<file path="src/rtl/decode_buffer.sv">
// decode_buffer: FIFO of fetched {pc, instr} pairs with combinational RV32I decode of the head entry
//   clk, rst_n       : clock, asynchronous active-low reset
//   flush            : synchronous discard of all buffered entries (beats push/pop)
//   in_valid/in_ready, in_pc, in_instr : fetch-side handshake and payload
//   out_valid/out_ready                : downstream handshake
//   out_pc, out_opcode..out_funct7, out_imm : decoded fields of the head entry
//   out_reg_write..out_illegal         : control flags, forced to 0 when out_valid=0
//   out_count        : current occupancy
module decode_buffer #(
    parameter int ADDR_WIDTH  = 12,
    parameter int INSTR_WIDTH = 32,
    parameter int DEPTH       = 2
) (
    input  logic                       clk,
    input  logic                       rst_n,
    input  logic                       flush,
    input  logic                       in_valid,
    output logic                       in_ready,
    input  logic [ADDR_WIDTH-1:0]      in_pc,
    input  logic [INSTR_WIDTH-1:0]     in_instr,
    output logic                       out_valid,
    input  logic                       out_ready,
    output logic [ADDR_WIDTH-1:0]      out_pc,
    output logic [6:0]                 out_opcode,
    output logic [4:0]                 out_rd,
    output logic [2:0]                 out_funct3,
    output logic [4:0]                 out_rs1,
    output logic [4:0]                 out_rs2,
    output logic [6:0]                 out_funct7,
    output logic [31:0]                out_imm,
    output logic                       out_reg_write,
    output logic                       out_mem_read,
    output logic                       out_mem_write,
    output logic                       out_branch,
    output logic                       out_jump,
    output logic                       out_alu_src,
    output logic                       out_illegal,
    output logic [$clog2(DEPTH):0]     out_count
);
    localparam int PW = $clog2(DEPTH);
    localparam int CW = PW + 1;

    logic [ADDR_WIDTH-1:0]  r_pc    [DEPTH];
    logic [INSTR_WIDTH-1:0] r_instr [DEPTH];
    logic [PW-1:0]          r_wr_ptr;
    logic [PW-1:0]          r_rd_ptr;
    logic [CW-1:0]          r_count;
    logic                   w_push;
    logic                   w_pop;
    logic [31:0]            w_instr;
    logic [6:0]             w_op;
    logic [31:0]            w_imm;
    logic [6:0]             w_flags;

    assign in_ready  = r_count != CW'(DEPTH);
    assign out_valid = r_count != '0;
    assign w_push    = in_valid & in_ready & ~flush;
    assign w_pop     = out_valid & out_ready & ~flush;
    assign out_count = r_count;

    // Power-of-two DEPTH lets the pointers wrap by natural overflow
    always_ff @(posedge clk or negedge rst_n) begin
        if (!rst_n) begin
            r_wr_ptr <= '0;
            r_rd_ptr <= '0;
            r_count  <= '0;
        end else if (flush) begin
            r_wr_ptr <= '0;
            r_rd_ptr <= '0;
            r_count  <= '0;
        end else begin
            if (w_push) r_wr_ptr <= r_wr_ptr + 1'b1;
            if (w_pop)  r_rd_ptr <= r_rd_ptr + 1'b1;
            r_count <= r_count + CW'(w_push) - CW'(w_pop);
        end
    end

    always_ff @(posedge clk) begin
        if (w_push) begin
            r_pc[r_wr_ptr]    <= in_pc;
            r_instr[r_wr_ptr] <= in_instr;
        end
    end

    assign w_instr    = r_instr[r_rd_ptr];
    assign w_op       = w_instr[6:0];
    assign out_pc     = r_pc[r_rd_ptr];
    assign out_opcode = w_op;
    assign out_rd     = w_instr[11:7];
    assign out_funct3 = w_instr[14:12];
    assign out_rs1    = w_instr[19:15];
    assign out_rs2    = w_instr[24:20];
    assign out_funct7 = w_instr[31:25];
    assign out_imm    = w_imm;

    // w_flags = {reg_write, mem_read, mem_write, branch, jump, alu_src, illegal}
    always_comb begin
        w_imm   = '0;
        w_flags = 7'b0000001;
        case (w_op)
            7'b0110011: w_flags = 7'b1000000;
            7'b0010011: begin
                w_imm   = {{20{w_instr[31]}}, w_instr[31:20]};
                w_flags = 7'b1000010;
            end
            7'b0000011: begin
                w_imm   = {{20{w_instr[31]}}, w_instr[31:20]};
                w_flags = 7'b1100010;
            end
            7'b1100111: begin
                w_imm   = {{20{w_instr[31]}}, w_instr[31:20]};
                w_flags = 7'b1000110;
            end
            7'b0100011: begin
                w_imm   = {{20{w_instr[31]}}, w_instr[31:25], w_instr[11:7]};
                w_flags = 7'b0010010;
            end
            7'b1100011: begin
                w_imm   = {{20{w_instr[31]}}, w_instr[7], w_instr[30:25], w_instr[11:8], 1'b0};
                w_flags = 7'b0001000;
            end
            7'b0110111, 7'b0010111: begin
                w_imm   = {w_instr[31:12], 12'b0};
                w_flags = 7'b1000010;
            end
            7'b1101111: begin
                w_imm   = {{12{w_instr[31]}}, w_instr[19:12], w_instr[20], w_instr[30:21], 1'b0};
                w_flags = 7'b1000100;
            end
            default: ;
        endcase
    end

    assign out_reg_write = w_flags[6] & out_valid;
    assign out_mem_read  = w_flags[5] & out_valid;
    assign out_mem_write = w_flags[4] & out_valid;
    assign out_branch    = w_flags[3] & out_valid;
    assign out_jump      = w_flags[2] & out_valid;
    assign out_alu_src   = w_flags[1] & out_valid;
    assign out_illegal   = w_flags[0] & out_valid;
endmodule

</file>
<file path="config.mk">
export PLATFORM = sky130hd
export DESIGN_NAME = decode_buffer
export DESIGN_NICKNAME = d
export VERILOG_FILES = /design/src/rtl/decode_buffer.sv
export SDC_FILE = /design/constraint.sdc
export NUM_CORES = 1
export LEC_CHECK = 0
export ABC_CLOCK_PERIOD_IN_PS = 3960
export BUFFER_PORTS_ARGS = -buffer_cell sky130_fd_sc_hd__buf_4
export CORE_UTILIZATION = 50
export DETAILED_ROUTE_END_ITERATION = 10
export HOLD_SLACK_MARGIN = 0.12
export PLACE_DENSITY_LB_ADDON = 0.08
export SYNTH_ARGS = -nofsm -noshare
export SYNTH_HDL_FRONTEND = slang
export SYNTH_SLANG_ARGS = --single-unit
</file>
<file path="constraint.sdc">
create_clock -name clk -period 3.96 [get_ports clk]
set_input_delay 1.188 -clock clk [delete_from_list [all_inputs] [get_ports clk]]
set_output_delay 1.188 -clock clk [all_outputs]
set_load 0.01 [all_outputs]
</file>
==> implementation parameters, run 1 <==
Parameter                              Value

Critical path
  Reg-to-reg endpoint ... r_instr[0][9]$_DFFE_PP_
  Critical path launch point type ... register
  Start of the worst register-to-register path ... out_count[0]$_DFF_PN0_
  Start-to-end type of the worst setup path ... register to primary output
  Peak fanout along the critical path ... 15
  Reg2reg path depth ... 5
  Worst Path Required ... 2770 ps
  Delay of the slowest critical-path stage ... 590 ps
  Worst path cell trace ... mux2i_4, inv_2, or4_4, a21boi_4, o21ai_1, buf_4
  Worst Setup End Kind ... primary output
  CP max-delay cell ... sky130_fd_sc_hd__or4_4
  Flop-to-flop setup slack ... 1860 ps
  Arrival time worst endpoint ... 2510 ps

Logic synthesis
  Post-Synthesis Cell Area ... 4060 µm²
  Sequential fraction of the synthesis area ... 67.5%
  Count of cell types in the netlist ... 50
  Gate count of the mapped netlist ... 280
  Number of enable-type register cells in the synthesized netlist ... 88
  Warnings from Yosys ... 0
  Post-synthesis register bit count ... 92
  Flip-flop cell with the highest count after synthesis ... sky130_fd_sc_hd__edfxtp_1
  Mapped Nets ... 331
  Avg Cell Area, Syn ... 14.5 µm²
  Async set-or-reset flop fraction in the synthesized netlist ... 4.35%

Final layout
  Share of the core filled with cells ... 69.5%
  Area delta synth->final ... 33.6%
  Post-layout instance count excluding filler cells ... 531
  Seq. cell area ... 2740 µm²
  Area used by multi-input combinational logic ... 1170 µm²
  Filler instances ... 582
  Ratio of cells with drive above 1 in the final layout ... 44.8%
  Most used cells in the layout excluding fill and tap cells ... sky130_fd_sc_hd__buf_4, sky130_fd_sc_hd__edfxtp_1, sky130_fd_sc_hd__inv_1
  Post-layout nets ... 475
  Antenna cell count ... 0
  Most common library cell in the layout ignoring fill and taps ... sky130_fd_sc_hd__buf_4

GRT
  Initial antenna violation count ... 0
  Global-route met3 utilization ... 5.47%
  Pin count of the biggest net entering global routing ... 25
  Vias in the first global route ... 2580
  Global-route wire length before repair ... 13200 µm
  Grt total ovfl ... 0
  Overall routing resource usage ... 20.8%
  Layer with the highest usage after global routing ... met2
  Met1 Resource Use GR ... 26.4%
  Grt met2 use ... 33.3%

Clock tree
  Number of clock sinks seen by CTS ... 92
  Maximum buffer depth of the clock tree ... 2
  Clock tree from TritonCTS ... yes
  H-Tree Level Count ... 3
  Count of hold buffers inserted by post-cts repair ... 0
  CTS Buf Count ... 9
  Root Driver ... sky130_fd_sc_hd__clkbuf_8
  Clock edge transition at the registers on the reported setup and hold paths ... 100 ps
  Source-to-sink clock delay at the later pin of the worst-skew pair ... 360 ps

STA
  Crit share post-route ... 93.3%
  Actual slew at the worst max-slew pin ... 680 ps
  Total Neg Setup Slack ... 0 ps
  Peak Freq ... 0.271 GHz
  RSZ-0062 raised after global routing ... no
  Max Slew Vio Count ... 0
  Worst clock skew on the final layout ... 9.73 ps
  Worst setup margin ... 265 ps
  Tightest slew margin relative to the limit ... 54.6%
  Setup-failing EPs final ... 0
  Post-layout minimum cycle time ... 3700 ps
  Worst hold slack ... 607 ps
  Final Hold Violating Endpoints ... 0

Floorplan
  Core Region ... 7810 µm²
  Area of the die ... 8490 µm²
  Initial core utilization ... 52.1%
  Chip Height ... 92.2 µm
  Site Rows ... 32
  I/O pin cnt ... 136
  Floorplan die width ... 92.2 µm

Detailed routing
  Detailed Route WL ... 8550 µm
  Number of iterations in the first detailed-routing pass ... 4
  Routed wire length per instance ... 16.1 µm
  Detailed-route via count ... 2755
  DRT iter0 DRCs ... 134
  Drt via density ... 5.19
  ANT nets after route ... 0
  Final routed DRC violation total ... 0

Pwr
  Total power divided by cell area ... 438 nW/µm²
  Peak ir drop on the vdd network ... 0.248 mV
  Leakage dissipation ... 2.20 nW

Flow run
  Max-cap violations ... 0

Placed design
  Pre-CTS WS ... 406 ps
  Count of placed standard cells including taps ... 514
  RePlAce Congestion ... 0.860
  Count of buffers from port buffering ... 135
  Half-perimeter wire length after detailed placement ... 6190 µm

Outcome
  Result of the run ... finished clean

Min path
  Tightest Hold Check Type ... input pin to async pin
-- flip-flops by register name, indices dropped and copies added, names as in the netlist --
name       cells
r_instr       64
r_wr_ptr       1
r_pc          24
r_rd_ptr       1
out_count      2
-- cell usage after synthesis (all sizes together), types with 2 or more instances --
master | number | area share [%]
a21oi | 6 | 0.74
a32oi | 2 | 0.43
and2b | 2 | 0.37
and3b | 2 | 0.43
buf | 9 | 1.8
dfrtp | 4 | 2.5
edfxtp | 88 | 65
ha | 2 | 0.62
inv | 27 | 2.5
mux2 | 20 | 5.5
mux2i | 22 | 5.7
nand2 | 6 | 0.55
nand2b | 3 | 0.46
nor2 | 22 | 2.1
nor2b | 3 | 0.46
nor3 | 7 | 0.99
nor3b | 2 | 0.65
o21ai | 26 | 3.4
o2bb2ai | 4 | 0.86
xnor2 | 2 | 0.43
xor2 | 2 | 0.43
-- through the flow --
step / area [µm²] / power, W
detailed placement: 5220 / 0.00180
global placement: 5220 / 0.00179
floorplan: 4060 / 0.00153
global route: 5430 / 0.00249
CTS: 5410 / 0.00239
finish: 5430 / 0.00238
-- routing by layer --
layer  share of wire (%)  routed length, µm
met5                   0                  0
met4                 2.2                189
met3                 6.5                554
met1                  43               3670
met2                  48               4140
-- repair_timing --
action / in CTS / in global routing
setup endpoints to repair: 0 / 19
endpoints found under the hold margin: 0 / 0
buffers inserted: 0 / 1
gates resized for setup: 0 / 2
-- area by class of cell --
cell class / instances / share of cell area [%]
flip-flops and latches: 92 / 50.6
multi-input cells: 152 / 21.6
repair buffers: 142 / 20.2
well taps: 102 / 2.35
clock buffers: 9 / 2.28
inverters: 27 / 1.87
clock inverters: 7 / 1.22
-- worst max-delay path: cells and delay by family, from the launching register on --
| kind | cells | cell delay (ps) |
|---|---|---|
| buffers and inverters | 2 | 260 |
| multiplexers | 1 | 350 |
| AO/OA/AOI/OAI | 2 | 370 |
| flip-flops | 1 | 580 |
| AND/OR/NAND/NOR | 1 | 590 |
-- worst max path at each step --
stage / endpoint / startpoint / slack, ps
final: out_imm[17] / r_rd_ptr$_DFFE_PN0P_ / 260
after global placement: out_imm[16] / r_rd_ptr$_DFFE_PN0P_ / 590
after global routing: out_imm[17] / r_rd_ptr$_DFFE_PN0P_ / 80
after detailed placement: out_imm[22] / r_rd_ptr$_DFFE_PN0P_ / 410
after floorplan: r_instr[0][0]$_DFFE_PP_ / in_valid / 110
after CTS: out_imm[22] / r_rd_ptr$_DFFE_PN0P_ / 8
-- cells by family after synthesis --
family          synth area share (%)
compound gates                  7.64
xor+xnor                       0.862
fa+ha+maj                      0.616
buf+inv                         4.28
flops                           67.5
simple gates                    7.85
mux                             11.3
-- power by group --
| part | leakage [nW] | switching (W) | internal [W] | total [W] |
|---|---|---|---|---|
| sequential | 0.859 | 0.0000335 | 0.00114 | 0.00117 |
| combinational | 1.25 | 0.000316 | 0.000294 | 0.000610 |
| clock | 0.0953 | 0.000355 | 0.000243 | 0.000598 |
| total | 2.20 | 0.000705 | 0.00167 | 0.00238 |
Power figures use the tool's default switching activity.
==> inputs of run 2 (changes only) <==
CORE_ASPECT_RATIO = 0.7   (was default)
CORE_UTILIZATION = 40   (was 50)
==> run 2 against run 1 <==
Net effect:
- non-clock buffer count did not move
- register-to-register slack improved by 240 ps
- hold slack improved by 21 ps
- clock power is 35% higher
- via count increased by 0.36%
- wire length up 7.8%
- die area is 25% higher
- final area increased by 2.1%
- power is 9.0% higher
- largest power group unchanged
- flip-flop and latch count unchanged
- global-route usage fell by 2.6 points
- utilization is 13 points lower
==> implementation parameters, run 2 (synthesized netlist as in run 1, its figures left out) <==
Parameter                              Value

Critical path
  Arrival time worst endpoint ... 2600 ps (+90 ps)
  Peak fanout along the critical path ... 23 (+8)
  Critical path launch point type ... register
  Worst Setup End Kind ... primary output
  CP max-delay cell ... sky130_fd_sc_hd__dfrtp_2
  Delay of the slowest critical-path stage ... 650 ps (+60 ps)
  Start-to-end type of the worst setup path ... register to primary output
  Worst path cell trace ... mux2i_4, inv_2, or4_4, a21boi_4, o21ai_1, buf_4
  Worst Path Required ... 2770 ps (about the same)

Detailed routing
  Detailed Route WL ... 9220 µm (+7.8%)
  ANT nets after route ... 0 (unchanged)
  Routed wire length per instance ... 16.5 µm (+2.8%)
  Drt via density ... 4.96 (-4.3%)
  Final routed DRC violation total ... 0 (unchanged)
  DRT iter0 DRCs ... 156 (+16%)
  Detailed-route via count ... 2765 (+0.36%)
  Number of iterations in the first detailed-routing pass ... 4 (unchanged)

Clock tree
  H-Tree Level Count ... 3 (unchanged)
  CTS Buf Count ... 9 (unchanged)
  Cells resized by post-CTS repair ... 0 (unchanged)
  Maximum buffer depth of the clock tree ... 2 (unchanged)
  Count of hold buffers inserted by post-cts repair ... 0 (unchanged)
  Setup fix buffers added after clock tree synthesis ... 0 (unchanged)
  Number of clock sinks seen by CTS ... 92 (unchanged)
  Root Driver ... sky130_fd_sc_hd__clkbuf_16
  Source-to-sink clock delay at the later pin of the worst-skew pair ... 340 ps (-20 ps)
  Clock tree from TritonCTS ... yes
  Clock edge transition at the registers on the reported setup and hold paths ... 70 ps (-30 ps)

Final layout
  Most common library cell in the layout ignoring fill and taps ... sky130_fd_sc_hd__buf_4
  Post-layout nets ... 475 (unchanged)
  Filler instances ... 825 (+42%)
  Area of all placed cells without fillers ... 5540 µm² (+2.1%)
  Number of flip-flops under the largest register name ... 64 (unchanged)
  Antenna cell count ... 0 (unchanged)
  Most used cells in the layout excluding fill and tap cells ... sky130_fd_sc_hd__buf_4, sky130_fd_sc_hd__edfxtp_1, sky130_fd_sc_hd__inv_1
  Seq. cell area ... 2740 µm² (unchanged)
  Register containing the most flip-flops in the final layout ... r_instr
  Ratio of cells with drive above 1 in the final layout ... 44.8% (unchanged)
  Area used by multi-input combinational logic ... 1160 µm² (-0.64%)
  Area delta synth->final ... 36.4%

Floorplan
  Chip Height ... 86.3 µm (-6.3%)
  Floorplan die width ... 122 µm (+33%)
  Area of the die ... 10600 µm² (+25%)
  I/O pin cnt ... 136 (unchanged)
  Initial core utilization ... 41.5% (-11 points)
  Site Rows ... 30 (-6.3%)
  Core Region ... 9800 µm² (+25%)

STA
  Tightest slew margin relative to the limit ... 47.9% (-6.7 points)
  Max Slew Vio Count ... 0 (unchanged)
  Peak Freq ... 0.264 GHz (-2.4%)
  Final Hold Violating Endpoints ... 0 (unchanged)
  Total Neg Setup Slack ... 0 ps (unchanged)
  Crit share post-route ... 95.6% (+2.3 points)
  Worst clock skew on the final layout ... 4.72 ps (-5.02 ps)
  Post-layout minimum cycle time ... 3790 ps (+91.5 ps)
  Actual slew at the worst max-slew pin ... 778 ps (+98.5 ps)
  Setup-failing EPs final ... 0 (unchanged)
  RSZ-0062 raised after global routing ... no

GRT
  Vias in the first global route ... 2565 (-0.58%)
  Overall routing resource usage ... 18.3% (-2.6 points)
  Pin count of the biggest net entering global routing ... 39 (+56%)
  Global-route wire length before repair ... 13900 µm (+5.9%)
  Grt total ovfl ... 0 (unchanged)
  Initial antenna violation count ... 0 (unchanged)

Placed design
  RePlAce Congestion ... 0.865 (+0.62%)
  Count of buffers from port buffering ... 135 (unchanged)
  Area post-placement ... 5260 µm² (+0.77%)
  Half-perimeter wire length after detailed placement ... 6620 µm (+7.0%)

Min path
  Tightest Hold Check Type ... input pin to async pin

Pwr
  Portion of total power attributed to sequential cells ... 45.3% (-3.9 points)
  Logic gate share of total power ... 23.5% (-2.1 points)
  Net switching power of the design ... 0.000729 W (+3.4%)
  Switching share of total power ... 28.1% (-1.5 points)
  Total power divided by cell area ... 468 nW/µm² (+6.8%)
  Peak ir drop on the vdd network ... 0.260 mV (+4.6%)
  Cell Int Power ... 0.00186 W (+11%)
  Share of power burned in the clock network ... 31.2% (+6.0 points)
  Leakage dissipation ... 2.24 nW (+1.7%)

Flow run
  Max-cap violations ... 0 (unchanged)

Outcome
  Result of the run ... finished clean
## run 2: cell types whose count changed in the layout (fill, tap and decap cells not counted)
cell	previous run	this run
sky130_fd_sc_hd__buf_4	139	140
sky130_fd_sc_hd__buf_6	1	0
sky130_fd_sc_hd__clkbuf_16	0	9
sky130_fd_sc_hd__clkbuf_8	9	0
sky130_fd_sc_hd__clkinv_4	0	1
sky130_fd_sc_hd__clkinv_8	1	0
sky130_fd_sc_hd__clkinvlp_4	1	2
sky130_fd_sc_hd__inv_6	3	2
sky130_fd_sc_hd__o21ai_2	1	2
sky130_fd_sc_hd__o21ai_4	1	0
## run 2: final timing paths
path,start,end,slack [ps],depth (start not counted)
setup / recovery,r_rd_ptr$_DFFE_PN0P_,out_imm[16],170,6
hold / removal,rst_n,out_count[0]$_DFF_PN0_,630,1
setup reg to reg,out_count[0]$_DFF_PN0_,r_instr[1][11]$_DFFE_PP_,2100,5
hold reg to reg,r_wr_ptr$_DFFE_PN0P_,r_instr[0][2]$_DFFE_PP_,650,1
max in group asynchronous,rst_n,r_rd_ptr$_DFFE_PN0P_,3210,1
min in group clk,r_wr_ptr$_DFFE_PN0P_,r_instr[0][2]$_DFFE_PP_,650,1
## run 2: through the flow
stage | hold WS [ps] | std cells | setup slack (ps) | utilization (%) | power, W
5_1_grt | 621 | 557 | 6.88 | 56.6 | 0.00271
3_5_place_dp | 641 | 541 | 571 | 53.7 | 0.00181
4_1_cts | 613 | 557 | 185 | 56.6 | 0.00262
6_report | 627 | 557 | 173 | 56.6 | 0.00259
3_3_place_gp | 637 | 541 | 627 | 53.7 | 0.00181
2_1_floorplan | 583 | 280 | 111 | - | 0.00153
## run 2: per-layer routing
layer  track usage (%)  vias to the layer above  share of wire [%]
met3              5.72                       15                7.2
met5                 0                        -                  0
li1                  -                     1330                  -
met2              27.3                      102                 45
met1              24.6                     1318                 45
met4              7.87                        0                2.2
## run 2: area by class of cell
type	instances	area share, %
Timing Repair Buffer	142	19.7
Clock buffer	9	4.06
Sequential cell	92	49.5
Multi-Input combinational cell	152	21.0
Tap cell	128	2.89
Inverter	27	1.83
Clock inverter	7	1.04
## run 2: power by group through the flow
| stage | Clock [W] | Combinational [W] | Sequential (W) |
|---|---|---|---|
| after global placement | 0 | 0.000612 | 0.00119 |
| after detailed placement | 0 | 0.000614 | 0.00120 |
| after global routing | 0.000869 | 0.000660 | 0.00118 |
| final | 0.000809 | 0.000609 | 0.00118 |
| after CTS | 0.000833 | 0.000616 | 0.00118 |
| after floorplan | 0 | 0.000350 | 0.00118 |
## run 2: critical path, delay by kind of cell, from the launching register on
kind                   cells  cell delay, ps
and+or+nand+nor            1             590
AOI/OAI and AO/OA          2             390
DFF                        1             650
muxes                      1             350
buffers and inverters      2             260
==> inputs of run 3 (changes only) <==
ABC_CLOCK_PERIOD_IN_PS = 4010   (was 3960)
SKIP_LAST_GASP = 1   (was default)
clock period = 4.01 ns   (was 3.96 ns; I/O delays follow)
==> run 3 against run 2 <==
Net effect:
- via count is 0.72% lower
- utilization is 0.23 points higher
- die area stayed put
- combinational power is 1% lower
- critical path depth stayed put
- worst setup slack better by 22 ps
- sequential share of layout area is 0.20 points lower
- clock skew is 1.1 ps lower
- cell count is 0.18% higher
- critical path type unchanged
- largest cell class unchanged
==> implementation parameters, run 3 (synthesized netlist as in run 1, its figures left out) <==
Parameter                              Value

Pwr
  Total power divided by cell area ... 468 nW/µm² (about the same)
  Logic gate share of total power ... 23.1% (-0.4 points)
  Peak ir drop on the vdd network ... 0.234 mV (-9.9%)
  Portion of total power attributed to sequential cells ... 44.7% (-0.6 points)
  Share of power burned in the clock network ... 32.3% (+1.1 points)
  Switching share of total power ... 26.9% (-1.2 points)
  Leakage dissipation ... 2.25 nW (+0.61%)
  Cell Int Power ... 0.00190 W (+2.0%)
  Net switching power of the design ... 0.000701 W (-3.8%)

Final layout
  Number of flip-flops under the largest register name ... 64 (unchanged)
  Share of the core filled with cells ... 56.8% (+0.23 points)
  Register containing the most flip-flops in the final layout ... r_instr
  Seq. cell area ... 2740 µm² (unchanged)
  Post-layout nets ... 476 (+0.21%)
  Filler instances ... 841 (+1.9%)
  Ratio of cells with drive above 1 in the final layout ... 44.7% (-0.10 points)
  Most used cells in the layout excluding fill and tap cells ... sky130_fd_sc_hd__buf_4, sky130_fd_sc_hd__edfxtp_1, sky130_fd_sc_hd__inv_1
  Most common library cell in the layout ignoring fill and taps ... sky130_fd_sc_hd__buf_4
  Area of all placed cells without fillers ... 5560 µm² (+0.41%)
  Antenna cell count ... 0 (unchanged)
  Area used by multi-input combinational logic ... 1160 µm² (unchanged)
  Area delta synth->final ... 36.9%

Detailed routing
  Final routed DRC violation total ... 0 (unchanged)
  Drt via density ... 4.92 (-0.90%)
  Routed wire length per instance ... 16.6 µm (+0.15%)
  Wl on met1 ... 4070 µm (-2.9%)
  Detail Route met2 WL ... 4340 µm (+4.2%)
  Metal3 WL ... 713 µm (+7.9%)
  Detailed-route via count ... 2745 (-0.72%)
  ANT nets after route ... 0 (unchanged)
  Number of iterations in the first detailed-routing pass ... 4 (unchanged)
  Detailed Route WL ... 9250 µm (+0.33%)
  Top metal layer carrying routed signals ... met4
  DRT iter0 DRCs ... 170 (+9.0%)

GRT
  Grt total ovfl ... 0 (unchanged)
  Vias in the first global route ... 2608 (+1.7%)
  Pin count of the biggest net entering global routing ... 39 (unchanged)
  Overall routing resource usage ... 17.8% (-0.42 points)
  Global-route wire length before repair ... 13700 µm (-1.9%)
  Initial antenna violation count ... 0 (unchanged)

Clock tree
  Maximum buffer depth of the clock tree ... 2 (unchanged)
  H-Tree Level Count ... 3 (unchanged)
  Root Driver ... sky130_fd_sc_hd__clkbuf_16
  Cells resized by post-CTS repair ... 0 (unchanged)
  Number of clock sinks seen by CTS ... 92 (unchanged)
  Clock tree from TritonCTS ... yes
  Source-to-sink clock delay at the later pin of the worst-skew pair ... 340 ps (about the same)
  Clock edge transition at the registers on the reported setup and hold paths ... 60 ps (about the same)
  CTS Buf Count ... 9 (unchanged)

Placed design
  Half-perimeter wire length after detailed placement ... 6680 µm (+0.84%)
  Count of buffers from port buffering ... 135 (unchanged)
  RePlAce Congestion ... 0.851 (-1.6%)
  Area post-placement ... 5260 µm² (unchanged)

Critical path
  Worst path cell trace ... mux2i_4, inv_2, or4_4, a21boi_4, o21ai_1, buf_4
  Worst path buffer plus inverter count ... 2 (unchanged)
  Peak fanout along the critical path ... 24 (+4.3%)
  Arrival time worst endpoint ... 2610 ps (about the same)
  Worst Setup End Kind ... primary output
  Delay of the slowest critical-path stage ... 680 ps (+30 ps)
  Critical path launch point type ... register
  Worst Path Required ... 2810 ps (+40 ps)
  CP max-delay cell ... sky130_fd_sc_hd__dfrtp_2
  Crit path max-delay family ... flip-flops
  Start-to-end type of the worst setup path ... register to primary output

STA
  Max Slew Vio Count ... 0 (unchanged)
  Total Neg Setup Slack ... 0 ps (unchanged)
  Post-layout minimum cycle time ... 3810 ps
  Tightest slew margin relative to the limit ... 61.0% (+13 points)
  Actual slew at the worst max-slew pin ... 581 ps (-197 ps)
  Setup-failing EPs final ... 0 (unchanged)
  RSZ-0062 raised after global routing ... no
  Crit share post-route ... 95.1%
  Worst hold slack ... 652 ps (+24.9 ps)
  Worst clock skew on the final layout ... 3.60 ps (-1.12 ps)
  Peak Freq ... 0.262 GHz
  Final Hold Violating Endpoints ... 0 (unchanged)

Min path
  Tightest Hold Check Type ... input pin to async pin

Floorplan
  Initial core utilization ... 41.5% (unchanged)
  Core Region ... 9800 µm² (unchanged)
  I/O pin cnt ... 136 (unchanged)
  Chip Height ... 86.3 µm (unchanged)
  Site Rows ... 30 (unchanged)
  Area of the die ... 10600 µm² (unchanged)
  Floorplan die width ... 122 µm (unchanged)

Outcome
  Result of the run ... finished clean

Flow run
  Max-cap violations ... 0 (unchanged)
-- run 3: final timing paths --
path	start	end	slack [ps]	depth (start not counted)
min in group clk	r_wr_ptr$_DFFE_PN0P_	r_instr[0][3]$_DFFE_PP_	650	1
min reg2reg	r_wr_ptr$_DFFE_PN0P_	r_instr[0][3]$_DFFE_PP_	650	1
max in group asynchronous	rst_n	r_rd_ptr$_DFFE_PN0P_	3240	1
max	r_rd_ptr$_DFFE_PN0P_	out_imm[15]	200	6
min	rst_n	out_count[1]$_DFF_PN0_	650	1
max reg2reg	out_count[1]$_DFF_PN0_	out_count[0]$_DFF_PN0_	2140	8
-- run 3: power groups by stage --
stage,registers (W),clock network (W),logic (W)
after CTS,0.00116,0.000864,0.000607
after detailed placement,0.00118,0,0.000605
after global routing,0.00117,0.000899,0.000650
final,0.00116,0.000840,0.000600
after floorplan,0.00117,0,0.000346
after global placement,0.00118,0,0.000603
-- run 3: what timing repair did --
action                     4_1_cts  5_1_grt
buffers inserted                 0        1
setup endpoints to repair        0        2
hold buffers                     0        0
-- run 3: stage by stage --
step	setup WS [ps]	instances	power (W)
floorplan	146	280	0.00151
global placement	614	541	0.00178
detailed placement	561	541	0.00179
CTS	172	557	0.00263
global route	42.9	558	0.00272
finish	196	558	0.00260
-- run 3: final cells by class --
cell class | instances | area share (%)
timing repair buffer | 143 | 19.7
clock buffer | 10 | 4.12
multi-input combinational | 152 | 20.9
inverter | 27 | 1.82
sequential | 92 | 49.3
tap | 128 | 2.88
clock inverter | 6 | 1.24
-- run 3: metal layers --
layer	up-vias	global-route usage, %
met5	-	0
met4	0	6.76
met3	11	5.59
met2	96	27.7
met1	1306	23.5
li1	1332	-
